## config.mk

```make
export PLATFORM = sky130hd
export DESIGN_NAME = audio_fir_sequencer_flat
export DESIGN_NICKNAME = d
export VERILOG_FILES = /design/src/rtl/audio_fir_sequencer_if.sv /design/src/rtl/audio_fir_sequencer.sv /design/src/flat_wrapper.sv
export SDC_FILE = /design/constraint.sdc
export NUM_CORES = 1
export LEC_CHECK = 0
export BUFFER_PORTS_ARGS = -buffer_cell sky130_fd_sc_hd__buf_4
export CAP_MARGIN = 20
export CORE_AREA = 4 4 124 126
export CTS_BUF_LIST = sky130_fd_sc_hd__clkbuf_8
export CTS_CLUSTER_DIAMETER = 120
export DETAILED_ROUTE_END_ITERATION = 8
export DIE_AREA = 0 0 128 130
export PLACE_DENSITY_LB_ADDON = 0.15
export SYNTH_ARGS = -nofsm -noshare
export SYNTH_HDL_FRONTEND = slang
export SYNTH_SLANG_ARGS = --single-unit
export TNS_END_PERCENT = 50
```

## constraint.sdc

```tcl
create_clock -name clk -period 3.6 [get_ports clk]
set_input_delay 0.36 -clock clk [delete_from_list [all_inputs] [get_ports clk]]
set_output_delay 0.36 -clock clk [all_outputs]
set_load 0.05 [all_outputs]
```

## src/rtl/audio_fir_sequencer_if.sv

```systemverilog
// Bus bundle between the FIR sequencer and its ADC FIFO, filter pair and DAC FIFO.
// master = sequencer side, slave = surrounding environment.
`timescale 1ns/1ps
interface audio_fir_sequencer_if #(parameter int DATA_WIDTH = 32);
    logic                  adcfifo_empty;
    logic                  adcfifo_read;
    logic [DATA_WIDTH-1:0] adcfifo_readdata;
    logic                  fir_rfi_i;
    logic                  fir_valid_o;
    logic                  fir_sync_o;
    logic [15:0]           fir_data_a_o;
    logic [15:0]           fir_data_b_o;
    logic                  fir_valid_i;
    logic [15:0]           fir_data_a_i;
    logic [15:0]           fir_data_b_i;
    logic                  dacfifo_full;
    logic                  dacfifo_write;
    logic [DATA_WIDTH-1:0] dacfifo_writedata;
    logic                  overflow_o;
    logic                  busy_o;

    modport master (
        input  adcfifo_empty, adcfifo_readdata, fir_rfi_i, fir_valid_i,
               fir_data_a_i, fir_data_b_i, dacfifo_full,
        output adcfifo_read, fir_valid_o, fir_sync_o, fir_data_a_o, fir_data_b_o,
               dacfifo_write, dacfifo_writedata, overflow_o, busy_o
    );

    modport slave (
        output adcfifo_empty, adcfifo_readdata, fir_rfi_i, fir_valid_i,
               fir_data_a_i, fir_data_b_i, dacfifo_full,
        input  adcfifo_read, fir_valid_o, fir_sync_o, fir_data_a_o, fir_data_b_o,
               dacfifo_write, dacfifo_writedata, overflow_o, busy_o
    );
endinterface

```

## src/rtl/audio_fir_sequencer.sv

```systemverilog
// Streams stereo ADC words through a FIR pair into a small result FIFO drained to the DAC.
// Optional macro AUDIO_SAT_GAIN_EN adds gain_i: saturating left shift on drained samples.
`timescale 1ns/1ps
module audio_fir_sequencer #(
    parameter int DATA_WIDTH = 32,
    parameter int OUT_DEPTH  = 4
) (
    input  logic clk,
    input  logic reset_n,
`ifdef AUDIO_SAT_GAIN_EN
    input  logic [2:0] gain_i,
`endif
    audio_fir_sequencer_if.master bus
);
    localparam int CW = $clog2(OUT_DEPTH + 1);
    localparam int PW = $clog2(OUT_DEPTH);
    localparam logic [CW-1:0] DEPTH_C = CW'(OUT_DEPTH);
    localparam logic [CW:0]   DEPTH_S = (CW + 1)'(OUT_DEPTH);
    localparam logic [PW-1:0] LAST_P  = PW'(OUT_DEPTH - 1);

    typedef enum logic [1:0] {IDLE, POP, LATCH, ISSUE} state_t;

    state_t        state_q;
    logic          adc_read_q, fir_valid_q, fir_sync_q;
    logic [15:0]   fir_a_q, fir_b_q;
    logic [CW-1:0] inflight_q, inflight_d;
    logic [CW-1:0] occ_q, occ_d;
    logic [PW-1:0] wr_ptr_q, wr_ptr_d, rd_ptr_q, rd_ptr_d;
    logic          overflow_q, overflow_d;
    logic [31:0]   mem_q [OUT_DEPTH];

    logic          drain, capture, issue, start;
    logic [31:0]   head, out_word;

`ifdef AUDIO_SAT_GAIN_EN
    function automatic logic [15:0] sat_shift(input logic [15:0] s, input logic [2:0] g);
        logic signed [23:0] w;
        w = {{8{s[15]}}, s};
        w = w <<< g;
        if (w > 24'sd32767)       return 16'h7FFF;
        else if (w < -24'sd32768) return 16'h8000;
        else                      return w[15:0];
    endfunction
`endif

    always_comb begin
        drain   = (occ_q != '0) && !bus.dacfifo_full;
        // A full buffer still accepts a result when a word leaves in the same cycle.
        capture = bus.fir_valid_i && ((occ_q != DEPTH_C) || drain);
        issue   = (state_q == ISSUE);
        start   = !bus.adcfifo_empty && bus.fir_rfi_i &&
                  (({1'b0, inflight_q} + {1'b0, occ_q}) < DEPTH_S);

        inflight_d = inflight_q;
        if (issue && !bus.fir_valid_i)
            inflight_d = inflight_q + 1'b1;
        else if (!issue && bus.fir_valid_i && (inflight_q != '0))
            inflight_d = inflight_q - 1'b1;

        occ_d = occ_q;
        if (capture && !drain)      occ_d = occ_q + 1'b1;
        else if (drain && !capture) occ_d = occ_q - 1'b1;

        wr_ptr_d = wr_ptr_q;
        if (capture) wr_ptr_d = (wr_ptr_q == LAST_P) ? '0 : wr_ptr_q + 1'b1;
        rd_ptr_d = rd_ptr_q;
        if (drain)   rd_ptr_d = (rd_ptr_q == LAST_P) ? '0 : rd_ptr_q + 1'b1;

        overflow_d = overflow_q | (bus.fir_valid_i & ~capture);

        head = mem_q[rd_ptr_q];
`ifdef AUDIO_SAT_GAIN_EN
        out_word = {sat_shift(head[31:16], gain_i), sat_shift(head[15:0], gain_i)};
`else
        out_word = head;
`endif
    end

    always_ff @(posedge clk or negedge reset_n) begin
        if (!reset_n) begin
            state_q     <= IDLE;
            adc_read_q  <= 1'b0;
            fir_valid_q <= 1'b0;
            fir_sync_q  <= 1'b0;
            fir_a_q     <= '0;
            fir_b_q     <= '0;
        end else begin
            case (state_q)
                IDLE: if (start) begin
                    state_q    <= POP;
                    adc_read_q <= 1'b1;
                end
                POP: begin
                    adc_read_q <= 1'b0;
                    state_q    <= LATCH;
                end
                LATCH: begin
                    fir_a_q     <= bus.adcfifo_readdata[15:0];
                    fir_b_q     <= bus.adcfifo_readdata[31:16];
                    fir_valid_q <= 1'b1;
                    fir_sync_q  <= 1'b1;
                    state_q     <= ISSUE;
                end
                ISSUE: begin
                    fir_valid_q <= 1'b0;
                    fir_sync_q  <= 1'b0;
                    state_q     <= IDLE;
                end
                default: state_q <= IDLE;
            endcase
        end
    end

    always_ff @(posedge clk or negedge reset_n) begin
        if (!reset_n) begin
            inflight_q <= '0;
            occ_q      <= '0;
            wr_ptr_q   <= '0;
            rd_ptr_q   <= '0;
            overflow_q <= 1'b0;
        end else begin
            inflight_q <= inflight_d;
            occ_q      <= occ_d;
            wr_ptr_q   <= wr_ptr_d;
            rd_ptr_q   <= rd_ptr_d;
            overflow_q <= overflow_d;
        end
    end

    // Storage is not reset; pointers and occupancy define what is valid.
    always_ff @(posedge clk) begin
        if (capture) mem_q[wr_ptr_q] <= {bus.fir_data_b_i, bus.fir_data_a_i};
    end

    assign bus.adcfifo_read      = adc_read_q;
    assign bus.fir_valid_o       = fir_valid_q;
    assign bus.fir_sync_o        = fir_sync_q;
    assign bus.fir_data_a_o      = fir_a_q;
    assign bus.fir_data_b_o      = fir_b_q;
    assign bus.dacfifo_write     = drain;
    assign bus.dacfifo_writedata = drain ? DATA_WIDTH'(out_word) : '0;
    assign bus.overflow_o        = overflow_q;
    assign bus.busy_o            = (state_q != IDLE) | (inflight_q != '0) | (occ_q != '0);
endmodule

```

## src/flat_wrapper.sv

```systemverilog
// flat-port wrapper written by rule: the top's interface ports become plain ports
module audio_fir_sequencer_flat 
#(
    parameter int DATA_WIDTH = 32,
    parameter int OUT_DEPTH  = 4
)
  (clk, reset_n, bus_adcfifo_empty, bus_adcfifo_readdata, bus_fir_rfi_i, bus_fir_valid_i, bus_fir_data_a_i, bus_fir_data_b_i, bus_dacfifo_full, bus_adcfifo_read, bus_fir_valid_o, bus_fir_sync_o, bus_fir_data_a_o, bus_fir_data_b_o, bus_dacfifo_write, bus_dacfifo_writedata, bus_overflow_o, bus_busy_o);
  audio_fir_sequencer_if #(.DATA_WIDTH(DATA_WIDTH)) bus_i ();
  input  logic clk;
  input  logic reset_n;
  input wire logic [$bits(bus_i.adcfifo_empty)-1:0] bus_adcfifo_empty;
  input wire logic [$bits(bus_i.adcfifo_readdata)-1:0] bus_adcfifo_readdata;
  input wire logic [$bits(bus_i.fir_rfi_i)-1:0] bus_fir_rfi_i;
  input wire logic [$bits(bus_i.fir_valid_i)-1:0] bus_fir_valid_i;
  input wire logic [$bits(bus_i.fir_data_a_i)-1:0] bus_fir_data_a_i;
  input wire logic [$bits(bus_i.fir_data_b_i)-1:0] bus_fir_data_b_i;
  input wire logic [$bits(bus_i.dacfifo_full)-1:0] bus_dacfifo_full;
  output wire logic [$bits(bus_i.adcfifo_read)-1:0] bus_adcfifo_read;
  output wire logic [$bits(bus_i.fir_valid_o)-1:0] bus_fir_valid_o;
  output wire logic [$bits(bus_i.fir_sync_o)-1:0] bus_fir_sync_o;
  output wire logic [$bits(bus_i.fir_data_a_o)-1:0] bus_fir_data_a_o;
  output wire logic [$bits(bus_i.fir_data_b_o)-1:0] bus_fir_data_b_o;
  output wire logic [$bits(bus_i.dacfifo_write)-1:0] bus_dacfifo_write;
  output wire logic [$bits(bus_i.dacfifo_writedata)-1:0] bus_dacfifo_writedata;
  output wire logic [$bits(bus_i.overflow_o)-1:0] bus_overflow_o;
  output wire logic [$bits(bus_i.busy_o)-1:0] bus_busy_o;
  assign bus_i.adcfifo_empty = bus_adcfifo_empty;
  assign bus_i.adcfifo_readdata = bus_adcfifo_readdata;
  assign bus_i.fir_rfi_i = bus_fir_rfi_i;
  assign bus_i.fir_valid_i = bus_fir_valid_i;
  assign bus_i.fir_data_a_i = bus_fir_data_a_i;
  assign bus_i.fir_data_b_i = bus_fir_data_b_i;
  assign bus_i.dacfifo_full = bus_dacfifo_full;
  assign bus_adcfifo_read = bus_i.adcfifo_read;
  assign bus_fir_valid_o = bus_i.fir_valid_o;
  assign bus_fir_sync_o = bus_i.fir_sync_o;
  assign bus_fir_data_a_o = bus_i.fir_data_a_o;
  assign bus_fir_data_b_o = bus_i.fir_data_b_o;
  assign bus_dacfifo_write = bus_i.dacfifo_write;
  assign bus_dacfifo_writedata = bus_i.dacfifo_writedata;
  assign bus_overflow_o = bus_i.overflow_o;
  assign bus_busy_o = bus_i.busy_o;
  audio_fir_sequencer #(.DATA_WIDTH(DATA_WIDTH), .OUT_DEPTH(OUT_DEPTH)) u_core (.clk(clk), .reset_n(reset_n), .bus(bus_i));
endmodule
```

==> results.yml, run 1 <==
clock_tree:
  tritoncts_clock_tree: "yes"
  hold_buffers: 1
  cts.root.buffer_cell: "clkbuf_8"
  ctsResizeCount: 0
  cts_setup_buffers: 0
  ctsHtreeMaxLevel: 4
  clock_sinks: 175
  clk_latency_ns: 0.44
  clockBufferDepth: 2
  cts_made_buffers: 17
  clock_transition_at_the_register_clock_pins_on_the_worst_setup_and_hold_paths_after_cts_ns: 0.09
job:
  timing.max_cap.violations: 0
critical_path:
  crit_type: "flip-flop to output pin"
  start_kind: "flip-flop"
  critical_path_arrival_ns: 2.42
  critPathCaptureType: "output pin"
  worst_ep_required_time_ns: 3.24
  path_max_fanout: 20
yosys:
  synthesis.nets: 449
  ys_seq_elements: 175
  syn_area_per_cell_um2: 19.4
  synth_flop_cell: "edfxtp_1"
  ys_types: 42
  ys_warn_count: 0
  synth.yosys.seq_area_share: 0.712
  netlist_instances: 364
  post_synth_instance_area_mm2: 0.00705
  async_flop_share: 0.269
  number_of_enable_type_register_cells_in_the_synthesized_netlist: 128
route:
  detailroute.via_count: 3683
  detail_route.wl_per_cell_um: 18.3
  postRouteWirelength_mm: 12.9
  avgViaCountPerCell: 5.22
  firstDrtPassIters: 4
  drt-initial-drc-count: 197
  drt_drc_violations_left: 0
  final_antenna_net_count: 0
sta:
  post-route-worst-setup-slack_ns: 0.821
  rsz0062_at_grt: "false"
  maxClockFrequency_ghz: 0.360
  slew_violations: 0
  timing.clock.skew_ns: 0.0121
  maxSlewHeadroom: 0.389
  min_period_ns: 2.78
  timing.setup.tns_ns: 0
  final.period_utilization: 0.772
  worst_slew_pin_slew_ns: 0.916
  timing.final.hold_violations: 0
  final-setup-viol-count: 0
placement:
  io_buffer_count: 139
  post-place-cells: 673
  gp_congestion: 0.711
  hpwlAfterDp_mm: 8.16
  post-place-ws_ns: 1.22
power:
  worst_ir_drop_vdd_mv: 0.581
  power.density_cell_area_mw_per_mm2: 940
  p_total_mw: 8.13
  static-leakage-power_nw: 3.35
floorplan:
  core_area_mm2: 0.0143
  die_height_um: 130
  io-pin-count: 140
  width_of_the_die_um: 128
  cell_row_count: 44
  initial_utilization: 0.493
  fp.dieArea_mm2: 0.0166
status:
  outcome: "finished clean"
grt:
  grt_pass1_wl_mm: 20.9
  global_router_s_overall_resource_usage: 0.165
  first_global_vias: 3984
  grt_antenna_before_repair: 0
  grt_start_max_net_pins: 48
  global_route_total_overflow: 0
cells_and_area:
  filler_cell_count: 1103
  layoutNonFillerInstCount: 706
  multi_input_comb_area_mm2: 0.00186
  antenna-diode-count: 0
  final_layout_size_suffix_gt1_frac: 0.479
  syn2layout_area_growth_pct: 22.6
  storage_element_area_mm2: 0.00502
  nets: 594
worst_hold_path:
  hold_path.class: "input port to flip-flop"
==> cell usage in the layout, fill, tap and decap left out, types with 2 or more instances in the layout <==
cell type  count
dfrtp_2        2
inv_1         10
bufinv_16      3
mux2_2        38
mux4_2        28
nand2b_1       2
and2_1        32
buf_4        142
clkinv_4       3
clkinv_2       3
fa_1           2
mux4_1         4
inv_6          5
nand2_1        2
ha_1          13
mux2i_1        2
nor2_1         8
edfxtp_1     128
a21oi_1        2
clkbuf_8      17
and2_2         4
dfrtp_1       45
nor2b_1        2
xor2_1         2
==> registers in the layout (all words and copies together), names as in the netlist, 2 cells and up <==
signal                   flops
u_core.mem_q               128
u_core.bus.fir_data_a_o     16
u_core.bus.fir_data_b_o     16
u_core.inflight_q            3
u_core.occ_q                 3
u_core.rd_ptr_q              2
u_core.state_q               2
u_core.wr_ptr_q              2
==> worst paths after layout <==
kind	start	endpoint	slack (ns)	cells after the start
worst min-delay path	bus_fir_data_b_i[3]	u_core.mem_q[2][19]	0.11	1
worst min register to register	u_core.bus.overflow_o	u_core.bus.overflow_o	0.48	1
worst max register to register	u_core.occ_q[0]	u_core.occ_q[2]	1.39	8
worst max-delay path	u_core.rd_ptr_q[0]	bus_dacfifo_writedata[6]	0.82	4
min in group asynchronous	reset_n	u_core.bus.adcfifo_read	0.47	2
max in group asynchronous	reset_n	u_core.rd_ptr_q[0]	2.67	2
==> critical path, stage by stage (launching register included) <==
cell     delay [ns]
dfrtp_2        0.76
buf_4          0.35
mux4_2         0.52
and2_1         0.17
buf_4          0.18
==> Yosys cell counts, drive strengths merged (3+ instances only) <==
library cell,number,area (µm²)
inv,11,41.3
mux2,38,428
mux4,32,736
o21ai,3,18.8
clkbuf,3,11.3
buf,14,124
edfxtp,128,3840
and2,36,225
nor2,8,30.0
dfrtp,47,1180
ha,13,163
==> routing by layer <==
layer,GRT usage,wire (µm)
met2,0.259,6200
met3,0.0688,1150
met5,0,0
met1,0.211,5410
met4,0.0562,140
==> logic make-up (layout without fill, tap and decap cells) <==
| logic type | count (synthesis) | after routing | share of synthesized area |
|---|---|---|---|
| flip-flops | 175 | 175 | 0.712 |
| multiplexers | 72 | 72 | 0.168 |
| buffers and inverters | 28 | 186 | 0.0250 |
| AO/OA/AOI/OAI | 15 | 15 | 0.0167 |
| adder cells (fa/ha/maj) | 15 | 15 | 0.0287 |
| AND/OR/NAND/NOR | 56 | 56 | 0.0465 |
| XOR/XNOR | 3 | 3 | 0.00373 |
==> layout make-up <==
type	count	share of cell area
inverter	11	0.00477
tap	184	0.0266
multi-input combinational	161	0.215
timing repair buffer	143	0.124
sequential	175	0.581
clock buffer	17	0.0271
clock inverter	15	0.0210
==> through the flow <==
stage | instance area (µm²) | hold slack [ns] | util
after floorplan | 7050 | 0.0644 | -
after global placement | 8220 | 0.411 | 0.574
after detailed placement | 8220 | 0.416 | 0.574
after CTS | 8650 | 0.0665 | 0.604
after global routing | 8650 | 0.0660 | 0.604
final | 8650 | 0.115 | 0.604
==> where the power goes <==
| group | leakage, nW | total (mW) | internal (mW) | switching, mW |
|---|---|---|---|---|
| combinational | 1.41 | 3.57 | 1.42 | 2.16 |
| clock | 0.216 | 1.40 | 0.697 | 0.707 |
| sequential | 1.72 | 3.15 | 2.76 | 0.391 |
Power figures use the tool's default switching activity.
==> run 2, diff against run 1 <==
--- a/config.mk
+++ b/config.mk
@@ -5,13 +5,14 @@
 export SDC_FILE = /design/constraint.sdc
 export NUM_CORES = 1
 export LEC_CHECK = 0
+export ABC_AREA = 1
 export BUFFER_PORTS_ARGS = -buffer_cell sky130_fd_sc_hd__buf_4
 export CAP_MARGIN = 20
-export CORE_AREA = 4 4 124 126
+export CORE_AREA = 4 4 125 127
 export CTS_BUF_LIST = sky130_fd_sc_hd__clkbuf_8
 export CTS_CLUSTER_DIAMETER = 120
 export DETAILED_ROUTE_END_ITERATION = 8
-export DIE_AREA = 0 0 128 130
+export DIE_AREA = 0 0 129 131
 export PLACE_DENSITY_LB_ADDON = 0.15
 export SYNTH_ARGS = -nofsm -noshare
 export SYNTH_HDL_FRONTEND = slang
==> constraint.sdc (replaced) <==
create_clock -name clk -period 2.64 [get_ports clk]
set_input_delay 0.264 -clock clk [delete_from_list [all_inputs] [get_ports clk]]
set_output_delay 0.264 -clock clk [all_outputs]
set_load 0.05 [all_outputs]
==> results.yml, run 2 <==
cells_and_area:
  final_layout_size_suffix_gt1_frac: 0.229
  final_core_utilization: 0.645
  mostFrequentLayoutCell: "buf_4"
  syn2layout_area_growth_pct: 30.9
  storage_element_area_mm2: 0.00502
  antenna-diode-count: 0
  layoutNonFillerInstCount: 1025
  nets: 913
  largest_reg_by_ff_count: "u_core.mem_q"
  largest_reg_flops: 128
  layout.cells.most_common_list: "buf_4 (154), nor2_1 (138), edfxtp_1 (128)"
  multi_input_comb_area_mm2: 0.00185
  filler_cell_count: 1075
job:
  timing.max_cap.violations: 0
status:
  outcome: "finished clean"
yosys:
  synth_flop_cell: "edfxtp_1"
  synth_area_leader_cell: "edfxtp_1"
  synthesis.nets: 712
  synth.yosys.seq_area_share: 0.706
  syn_area_per_cell_um2: 11.3
  ys_types: 23
  netlist_instances: 627
  post_synth_instance_area_mm2: 0.00711
  yosys-top-cells-count: "nor2_1 (142), edfxtp_1 (128), nand2_1 (122), dfrtp_1 (47), o21ai_0 (39)"
  ys_seq_elements: 175
  number_of_enable_type_register_cells_in_the_synthesized_netlist: 128
  synth_largest_type_area_fraction: 0.541
  synth.most_common_cell: "nor2_1"
  netlist_top_cells_area: "edfxtp_1 (54%), dfrtp_1 (17%), nor2_1 (7.5%)"
  ys_warn_count: 0
  async_flop_share: 0.269
grt:
  global_route_total_overflow: 0
  grt_antenna_before_repair: 0
  first_global_vias: 5252
  grt_start_max_net_pins: 48
  grt_pass1_wl_mm: 25.5
  global_router_s_overall_resource_usage: 0.194
power:
  p_total_mw: 11.1
  switching_power_mw: 5.10
  static-leakage-power_nw: 3.91
  comb_power_share: 0.494
  seqPwrFrac: 0.366
  worst_ir_drop_vdd_mv: 0.770
  power.density_cell_area_mw_per_mm2: 1200
  pwr-share-clk: 0.140
  switching_part_of_the_total: 0.458
  internal_portion_of_total_power_mw: 6.03
critical_path:
  cp_cell_sequence: "nor2_1 > nand2_1 > nand2_1 > buf_4 > inv_1 > buf_4"
  cpMaxStageDelayCell: "dfrtp_1"
  critical_path.max_stage_delay_ns: 0.44
  worst_ep_required_time_ns: 2.38
  crit_type: "flip-flop to output pin"
  critPathCaptureType: "output pin"
  ff2ff_path_depth: 9
  critical_path_arrival_ns: 2.08
  path_max_fanout: 33
  start_kind: "flip-flop"
clock_tree:
  ctsResizeCount: 0
  hold_buffers: 56
  clock_sinks: 175
  cts.root.buffer_cell: "clkbuf_8"
  clock_transition_at_the_register_clock_pins_on_the_worst_setup_and_hold_paths_after_cts_ns: 0.08
  cts_setup_buffers: 0
  cts_made_buffers: 17
  ctsHtreeMaxLevel: 4
  clk_latency_ns: 0.44
  tritoncts_clock_tree: "yes"
  clockBufferDepth: 2
route:
  detail_route.wl_per_cell_um: 15.4
  avgViaCountPerCell: 5.01
  firstDrtPassIters: 4
  final_antenna_net_count: 0
  detailroute.via_count: 5139
  drt_drc_violations_left: 0
  postRouteWirelength_mm: 15.8
  drt-initial-drc-count: 296
floorplan:
  width_of_the_die_um: 129
  initial_utilization: 0.493
  die_height_um: 131
  io-pin-count: 140
  cell_row_count: 44
  fp.dieArea_mm2: 0.0169
  core_area_mm2: 0.0144
sta:
  min_period_ns: 2.34
  timing.final.hold_violations: 0
  hold_slack_ns: 0.0388
  final-setup-viol-count: 0
  rsz0062_at_grt: "false"
  maxClockFrequency_ghz: 0.427
  maxSlewHeadroom: 0.353
  timing.clock.skew_ns: 0.00779
  worst_slew_pin_slew_ns: 0.970
  timing.setup.tns_ns: 0
  final.period_utilization: 0.887
  slew_violations: 0
worst_hold_path:
  hold_path.class: "input port to flip-flop"
  hold-path-cell-count: 3
placement:
  io_buffer_count: 139
  hpwlAfterDp_mm: 9.90
  gp_congestion: 0.791
  post-place-cells: 936
## run 2: cell count changes in the layout (fill, tap and decap cells not counted), sizes merged, moves of 8 or more
cell         delta
nor2          +134
nand2         +120
o21ai          +68
dlygate4sd3    +56
mux2           -37
and2           -36
mux4           -32
a21oi          +31
buf            +15
inv             +8
## run 2: cell families (layout without fill, tap and decap cells)
group	Yosys count	count (layout)	synth area share
compound gates	105	105	0.0743
xor+xnor	3	3	0.00370
fa+ha+maj	15	15	0.0285
buf+inv	54	268	0.0379
flops	175	175	0.706
mux	1	1	0.00158
simple gates	274	274	0.148
## run 2: power groups by stage
| stage | Clock [mW] | Combinational (mW) | Sequential [mW] |
|---|---|---|---|
| 3_3_place_gp | 0 | 5.33 | 4.10 |
| 6_report | 1.56 | 5.50 | 4.07 |
| 5_1_grt | 1.74 | 6.01 | 4.15 |
| 4_1_cts | 1.61 | 5.55 | 4.07 |
| 2_1_floorplan | 0 | 2.94 | 4.98 |
| 3_5_place_dp | 0 | 5.48 | 4.11 |
## run 2: through the flow
step | setup slack (ns) | instance area (µm²)
final | 0.299 | 9300
after global routing | 0.0752 | 9300
after global placement | 0.578 | 8400
after CTS | 0.263 | 9290
after floorplan | 0.171 | 7110
after detailed placement | 0.483 | 8400
## run 2: layer usage
layer	share of wire	track usage	up-vias
li1	-	-	2503
met1	0.42	0.250	2447
met2	0.50	0.323	173
met3	0.068	0.0524	16
met4	0.013	0.0642	0
met5	0	0	-
## run 2: area by class of cell
cell class                 instances  share of cell area
clock buffer                      17              0.0252
timing repair buffer             214               0.192
tap                              184              0.0248
multi-input combinational        398               0.199
inverter                          22             0.00888
clock inverter                    15              0.0105
sequential                       175               0.540
## run 2: final timing paths
check / from / endpoint / slack (ns)
worst max-delay path: u_core.occ_q[1] / bus_dacfifo_write / 0.30
worst min-delay path: bus_adcfifo_readdata[17] / u_core.bus.fir_data_b_o[1] / 0.04
worst max register to register: u_core.occ_q[1] / u_core.occ_q[1] / 0.49
worst min register to register: u_core.bus.fir_data_a_o[5] / u_core.bus.fir_data_a_o[5] / 0.48
max in group asynchronous: reset_n / u_core.rd_ptr_q[0] / 1.84
min in group asynchronous: reset_n / u_core.bus.fir_data_b_o[2] / 0.36
## run 2: critical path: cells and delay by family, from the launching register on
family                 cells  cell delay [ns]
buffers and inverters      3             0.87
DFF                        1             0.44
and+or+nand+nor            3             0.32
